$ cat src/rtl/instruction_fetch.sv
// ============================================================================
// instruction_fetch
// ----------------------------------------------------------------------------
// Fetch stage sitting directly in front of a combinational instruction memory.
// It owns the program counter (a word index) and presents it to the memory.
// It captures the returned word into the IF/ID pipeline register, which feeds
// the decoder.
//
// Control flow:
//   BOOT  : one cycle after reset, no fetch, then RUN.
//   RUN   : priority per edge is redirect > stall > fetch. A PC outside the
//           instruction memory (and no redirect) enters FAULT with a bubble.
//   FAULT : PC held, stall ignored. A redirect loads the PC. An in-range
//           target returns to RUN; the first fetch happens on the next edge.
//
// Ports:
//   clk            in   rising-edge clock
//   rst_n          in   asynchronous active-low reset
//   pc             out  current word index -> instruction memory address
//   instruction    in   combinational read data im[pc]
//   stall          in   hold PC and IF/ID (hazard unit)
//   redirect_en    in   taken branch / jump this cycle
//   redirect_pc    in   word-index redirect target
//   if_id_inst     out  registered instruction for decode
//   if_id_pc       out  word index of if_id_inst
//   if_id_pc_next  out  if_id_pc + 1 (link / branch base)
//   if_id_valid    out  if_id_inst is a real fetched instruction
//   fault          out  PC is outside instruction memory
//   fetch_count    out  instructions delivered to IF/ID (wraps)
// ============================================================================
module instruction_fetch #(
    parameter int               WIDTH     = 32,
    parameter int               MEM_DEPTH = 256,
    parameter logic [WIDTH-1:0] RESET_PC  = '0,
    parameter logic [WIDTH-1:0] NOP_WORD  = '0
) (
    input  logic             clk,
    input  logic             rst_n,
    output logic [WIDTH-1:0] pc,
    input  logic [WIDTH-1:0] instruction,
    input  logic             stall,
    input  logic             redirect_en,
    input  logic [WIDTH-1:0] redirect_pc,
    output logic [WIDTH-1:0] if_id_inst,
    output logic [WIDTH-1:0] if_id_pc,
    output logic [WIDTH-1:0] if_id_pc_next,
    output logic             if_id_valid,
    output logic             fault,
    output logic [WIDTH-1:0] fetch_count
);

    localparam logic [WIDTH-1:0] LP_DEPTH = WIDTH'(MEM_DEPTH);

    typedef enum logic [1:0] {
        S_BOOT  = 2'd0,
        S_RUN   = 2'd1,
        S_FAULT = 2'd2
    } state_t;

    // ------------------------------------------------------------------------
    // Registers
    // ------------------------------------------------------------------------
    state_t           r_state;
    logic [WIDTH-1:0] r_pc;
    logic [WIDTH-1:0] r_if_id_inst;
    logic [WIDTH-1:0] r_if_id_pc;
    logic [WIDTH-1:0] r_if_id_pc_next;
    logic             r_if_id_valid;
    logic [WIDTH-1:0] r_fetch_count;

    // ------------------------------------------------------------------------
    // Combinational helpers and control strobes
    // ------------------------------------------------------------------------
    state_t           w_state_next;
    logic [WIDTH-1:0] w_pc_inc;
    logic             w_pc_in_range;
    logic             w_target_in_range;
    logic             w_fetch;      // capture instruction, advance PC
    logic             w_flush;      // load a bubble into IF/ID
    logic             w_pc_load;    // load redirect target into PC
    logic             w_fault;

    // pc+1 wraps modulo 2^WIDTH. A wrapped PC is still caught by the
    // range check before anything is fetched from it.
    assign w_pc_inc          = r_pc + 1'b1;
    assign w_pc_in_range     = (r_pc < LP_DEPTH);
    assign w_target_in_range = (redirect_pc < LP_DEPTH);

    // ------------------------------------------------------------------------
    // FSM: state register
    // ------------------------------------------------------------------------
    always_ff @(posedge clk or negedge rst_n) begin
        if (!rst_n) begin
            r_state <= S_BOOT;
        end else begin
            r_state <= w_state_next;
        end
    end

    // ------------------------------------------------------------------------
    // FSM: next-state logic
    // ------------------------------------------------------------------------
    always_comb begin
        w_state_next = r_state;
        case (r_state)
            // BOOT ignores stall and redirect; it only delays the first fetch.
            S_BOOT: begin
                w_state_next = S_RUN;
            end
            // A redirect always wins. Even when the current PC is out of range,
            // the new target is checked on the following cycle.
            S_RUN: begin
                if (!redirect_en && !w_pc_in_range) begin
                    w_state_next = S_FAULT;
                end
            end
            S_FAULT: begin
                if (redirect_en && w_target_in_range) begin
                    w_state_next = S_RUN;
                end
            end
            default: begin
                w_state_next = S_BOOT;
            end
        endcase
    end

    // ------------------------------------------------------------------------
    // FSM: output / control decode
    // ------------------------------------------------------------------------
    always_comb begin
        w_fetch   = 1'b0;
        w_flush   = 1'b0;
        w_pc_load = 1'b0;
        w_fault   = 1'b0;
        case (r_state)
            S_BOOT: begin
                // no fetch, no PC movement
            end
            S_RUN: begin
                if (redirect_en) begin
                    // The word at the old PC is on the wrong path: drop it.
                    w_pc_load = 1'b1;
                    w_flush   = 1'b1;
                end else if (!w_pc_in_range) begin
                    // Entering FAULT: nothing valid to hand to decode.
                    w_flush   = 1'b1;
                end else if (!stall) begin
                    w_fetch   = 1'b1;
                end
            end
            S_FAULT: begin
                w_fault = 1'b1;
                // Out-of-range targets are still loaded so software sees
                // where the bad jump went; the FSM stays in FAULT.
                if (redirect_en) begin
                    w_pc_load = 1'b1;
                end
            end
            default: begin
                // unreachable encoding; behave as BOOT
            end
        endcase
    end

    // ------------------------------------------------------------------------
    // Program counter
    // ------------------------------------------------------------------------
    always_ff @(posedge clk or negedge rst_n) begin
        if (!rst_n) begin
            r_pc <= RESET_PC;
        end else if (w_pc_load) begin
            r_pc <= redirect_pc;
        end else if (w_fetch) begin
            r_pc <= w_pc_inc;
        end
    end

    // ------------------------------------------------------------------------
    // IF/ID pipeline register
    // ------------------------------------------------------------------------
    // A flush only touches inst/valid. if_id_pc and if_id_pc_next keep the
    // last delivered instruction's addresses.
    always_ff @(posedge clk or negedge rst_n) begin
        if (!rst_n) begin
            r_if_id_inst    <= NOP_WORD;
            r_if_id_pc      <= '0;
            r_if_id_pc_next <= '0;
            r_if_id_valid   <= 1'b0;
        end else if (w_fetch) begin
            r_if_id_inst    <= instruction;
            r_if_id_pc      <= r_pc;
            r_if_id_pc_next <= w_pc_inc;
            r_if_id_valid   <= 1'b1;
        end else if (w_flush) begin
            r_if_id_inst    <= NOP_WORD;
            r_if_id_valid   <= 1'b0;
        end
    end

    // ------------------------------------------------------------------------
    // Delivered-instruction counter (wraps naturally at 2^WIDTH)
    // ------------------------------------------------------------------------
    always_ff @(posedge clk or negedge rst_n) begin
        if (!rst_n) begin
            r_fetch_count <= '0;
        end else if (w_fetch) begin
            r_fetch_count <= r_fetch_count + 1'b1;
        end
    end

    // ------------------------------------------------------------------------
    // Outputs
    // ------------------------------------------------------------------------
    // fault is decoded from the state flop, so it is registered in effect
    // and clears on the same edge that returns the FSM to RUN.
    assign pc            = r_pc;
    assign if_id_inst    = r_if_id_inst;
    assign if_id_pc      = r_if_id_pc;
    assign if_id_pc_next = r_if_id_pc_next;
    assign if_id_valid   = r_if_id_valid;
    assign fault         = w_fault;
    assign fetch_count   = r_fetch_count;

endmodule

$ cat config.mk
export PLATFORM = sky130hd
export DESIGN_NAME = instruction_fetch
export DESIGN_NICKNAME = d
export VERILOG_FILES = /design/src/rtl/instruction_fetch.sv
export SDC_FILE = /design/constraint.sdc
export NUM_CORES = 1
export LEC_CHECK = 0
export ABC_AREA = 1
export ABC_CLOCK_PERIOD_IN_PS = 1940
export BUFFER_PORTS_ARGS = -buffer_cell sky130_fd_sc_hd__buf_2
export CAP_MARGIN = 20
export CORE_MARGIN = 10
export CORE_UTILIZATION = 53
export CTS_BUF_LIST = sky130_fd_sc_hd__clkbuf_4 sky130_fd_sc_hd__clkbuf_8
export CTS_CLUSTER_DIAMETER = 80
export CTS_CLUSTER_SIZE = 20
export DETAILED_ROUTE_END_ITERATION = 6
export PLACE_DENSITY_LB_ADDON = 0.15
export REMOVE_ABC_BUFFERS = 1
export SYNTH_ARGS = -nofsm -noshare
export SYNTH_HDL_FRONTEND = slang
export SYNTH_SLANG_ARGS = --single-unit
export TNS_END_PERCENT = 20
$ cat constraint.sdc
create_clock -name clk -period 1.94 [get_ports clk]
set_input_delay 0.097 -clock clk [delete_from_list [all_inputs] [get_ports clk]]
set_output_delay 0.097 -clock clk [all_outputs]
set_load 0.005 [all_outputs]
Word level (Yosys, flattened, before mapping) --
Cells that the tools add are included.
Cells by class: $add $sub $neg 2, $lt $le $gt $ge 2, eq/ne operators 4, mux-type cells 19, reductions and logical operators 9
Operators with widths (count):
- $mux W32 | 4
- $add A32 B1 Y32 const B | 2
- $lt A32 B9 Y1 const B | 2
- $mux W1 | 12
- $pmux W2 S3 | 1
- $mux W2 | 2
- $ne A2 B2 Y1 const B | 2
- $reduce_bool A2 Y1 | 2
- $eq A2 B1 Y1 const B | 1
- $eq A2 B2 Y1 const B | 1
- $logic_and A1 B1 Y1 | 2
- $logic_not A1 Y1 | 2
- $logic_not A2 Y1 | 1
- $reduce_and A2 Y1 | 1
- $reduce_or A2 Y1 | 1
Storage, ports and cells: flip-flop bits (word level) 163, input port bits 68

Longest topological paths before layout --
depth after elaboration 6, mapped depth 11, gate-level depth less buffers 10

Worst setup path after synthesis --
OpenSTA, ideal clock, no wires.
path type reg2reg, start point reg r_state[1], end point reg r_pc[27] (netlist: pc[27]), library setup time 118 ps, arrival 1513 ps, data required time 1822 ps, setup slack 309 ps, cell stages (with the launch flop) 11, path buffers 3, clock period less this slack 1631 ps, cells stage by stage dfrtp_1 inv_1 ha_1 buf_2 inv_1 nor2_2 nand4_2 buf_4 buf_4 nand3_1 nand2_1
On the way: longest elaborated chain between the ends 4
RTL lines:
- start, declared | line 63 | state_t r_state;
- start signal, assigned | line 96 | r_state <= w_state_next;
- $eq A2 B2 Y1 or $eq A2 B1 Y1 (tied branches) | line 136 | case (r_state)
- $reduce_or A2 Y1 (no line)
- $mux W1
- $mux W32 or $reduce_bool A2 Y1 (tied branches)
- end signal, assigned | line 173 | r_pc <= redirect_pc;
- end signal, assigned | line 175 | r_pc <= w_pc_inc;
- end, declared | line 64 | logic [WIDTH-1:0] r_pc;
Parallel ways exist; a longest one is shown, timed or not. A chain may end at the register's enable or synchronous reset.

Worst setup path after layout --
start point reg r_state[0], end point reg r_pc[6] (netlist: pc[6])
Same word-level chain as after synthesis.

==> out/qor.txt <==
Run status -> complete, no violations
Leak -> 5.54 nW
Core Util, Final -> 71.7%
Multi-input logic area -> 2950 µm²
PortBufs -> 229
Synth-to-layout area growth -> 32.1%
Async set-or-reset flop fraction in the synthesized netlist -> 100%
Via density -> 4.99
CTS tree -> done
Clk pwr share -> 27.0%
Top cell type's share of synthesized area -> 54.1%
Switch share -> 35.8%
DRC Markers -> 0
Die extent in x -> 139 µm
H-tree depth -> 4
F_max -> 0.568 GHz
Seq pwr share -> 46.0%
Clk sinks -> 163
Slew margin rel. -> 62.0%
TritonCTS buffer count -> 17
Max IR drop VDD -> 0.000677 V
Initial Util -> 54.3%
CP endpoint kind -> flop
Period utilisation layout -> 90.7%
Overall Power -> 9.15 mW
Clk Latency, worst-skew pair -> 0.46 ns
Crit path launch -> r_state[0]$_DFFE_PN0P_
Synth area leader -> dfrtp_1
HP Class -> primary input to asynchronous set/reset pin
Combinational share of power -> 27.0%
Commonest cells post-synth -> 383 x nand2_1, 163 x dfrtp_1, 133 x nor2_1, 77 x inv_1, 73 x nand3_1
Root buffer cell -> clkbuf_8
P per Cell Area -> 919 nW/µm²
RSZ-0062 raised after global routing -> no
Cell row count -> 43
Final hold vios -> 0
Largest net degree at the start of global routing -> 59
Actual slew at the worst max-slew pin -> 0.569 ns
Top_reg_cell synth -> dfrtp_1
Share of cells above drive strength 1 -> 22.9%
First-pass detailed-route iteration total -> 5
Initial antenna violation count -> 2
R2R Path End -> pc[6]$_DFFE_PN0P_
Vias in the first global route -> 7340
GRT Util Overall -> 23.5%
WP data required -> 2.29 ns
NetSw -> 3.27 mW
Fillers -> 1093
Area contributors post-synth -> dfrtp_1 54%, nand2_1 19%, nor2_1 6.6%
Internal cell power -> 5.87 mW
Register area -> 4080 µm²
CP Launch Type -> flop
GP Congestion -> 0.873
Nets -> 1320
Syn Std Cell Area -> 7540 µm²
Routed Antenna Nets -> 0
Finished Cell Area -> 9950 µm²
Core area -> 13900 µm²
FF+latch count, synth -> 163
Netlist cell types -> 28
Sequential share of the synthesized area -> 54.1%
CP Data Arrival Time -> 2.11 ns
Pins Over Slew Limit -> 0
Setup-failing EPs final -> 0
Routed wire length -> 22800 µm
Overflow left after global routing -> 0
Worst-path clk slew -> 0.09 ns
Synth Instances -> 954
Synth Area per Inst -> 7.90 µm²
Max FO, Critical Path -> 34
Via count -> 7196
Max-cap violations -> 0
Deepest clock path buffer count -> 2
Tmin final -> 1.76 ns
Worst reg2reg startpoint -> r_state[0]$_DFFE_PN0P_
Die Ht -> 139 µm
Most instantiated library cell after synthesis -> nand2_1
Detailed placement HPWL -> 15200 µm
Initial DRC count -> 568
First-pass GRT wire length -> 37900 µm
Ys Warns -> 0
Placed cell area -> 8880 µm²
Routed wire per std cell -> 15.8 µm
Clock skew -> 0.0104 ns
Die footprint -> 19400 µm²
Boundary pin count -> 230
R2R depth -> 7
FF-to-FF setup slack -> 0.18 ns
Critical path type -> flop to flop
EDFF count, synth -> 0
-- critical path, stage by stage, from the launching register on --
cell     delay (ns)
dfrtp_1        0.38
inv_1          0.07
ha_1           0.28
nand2_1        0.10
inv_2          0.44
o21ai_0        0.22
nand2_1        0.10
nand2_1        0.05
-- worst max path at each step --
stage	cells past startpoint	slack [ns]	endpoint
2_1_floorplan	8	-1.57	if_id_inst[0]$_DFFE_PN0P_
5_1_grt	10	0.02	fetch_count[24]$_DFFE_PN0P_
3_3_place_gp	9	0.21	pc[7]$_DFFE_PN0P_
3_5_place_dp	9	0.15	pc[7]$_DFFE_PN0P_
4_1_cts	9	0.14	pc[7]$_DFFE_PN0P_
6_report	7	0.18	pc[6]$_DFFE_PN0P_
-- final cells by class --
class                           count  area share (%)
Tap cell                          180            2.26
Clock inverter                     13            1.38
Inverter                           81            3.06
Timing Repair Buffer              309            20.1
Clock buffer                       19            2.56
Sequential cell                   163            41.0
Antenna cell                        2          0.0503
Multi-Input combinational cell    675            29.6
-- registers in the layout, indices dropped and copies added, names as in the netlist --
register,flops
fetch_count,32
r_state,2
pc,32
if_id_pc_next,32
if_id_inst,32
if_id_valid,1
if_id_pc,32
-- power by group through the flow --
stage / registers, mW / clock network (mW) / logic, mW
after floorplan: 4.22 / 0 / 1.23
after global placement: 4.22 / 0 / 2.32
after detailed placement: 4.25 / 0 / 2.34
after CTS: 4.19 / 2.52 / 2.45
after global routing: 4.27 / 2.67 / 2.76
final: 4.21 / 2.47 / 2.47
-- timing repair --
item	CTS	global route
hold buffers	67	0
endpoints found under the setup margin	0	9
resized for setup	0	1
buffers inserted	0	0
hold endpoints to repair	115	0
-- routing by layer --
metal | GRT usage [%] | vias up | part of all wire, %
li1 | - | 3513 | -
met1 | 27.8 | 3324 | 41
met2 | 38.3 | 312 | 48
met3 | 8.71 | 47 | 8.4
met4 | 8.79 | 0 | 2.8
met5 | 0 | - | 0
-- kinds of logic after synthesis --
group,after synthesis,share of synthesized area (%)
xor gates and xnor gates,19,2.21
buffers and inverters,116,6.77
muxes,5,0.664
and+or+nand+nor,626,34.1
adders and majority gates,5,0.830
AOI/OAI and AO/OA,20,1.33
DFF,163,54.1
-- cells in the final DEF (no fill, tap or decap), types with 5 or more instances in the layout --
cell type / netlist / layout
buf_12: 0 / 6
buf_2: 9 / 228
buf_4: 7 / 6
clkbuf_8: 0 / 18
dfrtp_1: 163 / 163
dlygate4sd3_1: 0 / 67
ha_1: 5 / 5
inv_1: 77 / 77
inv_6: 0 / 5
mux2i_1: 5 / 5
nand2_1: 383 / 383
nand3_1: 73 / 73
nand3b_1: 16 / 16
nand4_1: 7 / 7
nor2_1: 133 / 133
nor2_2: 6 / 6
o21ai_0: 19 / 19
xnor2_1: 10 / 10
xor2_1: 9 / 9
-- through the flow --
stage	hold slack, ns	TNS [ns]	cells	setup WS [ns]
final	0.149	0	1442	0.180
after global routing	0.174	0	1442	0.0219
after CTS	0.147	0	1440	0.145
after detailed placement	0.0859	0	1341	0.149
after global placement	0.0886	0	1341	0.213
after floorplan	-0.199	-172.04	919	-1.57
Note: power is estimated with default switching activity, not from simulation.
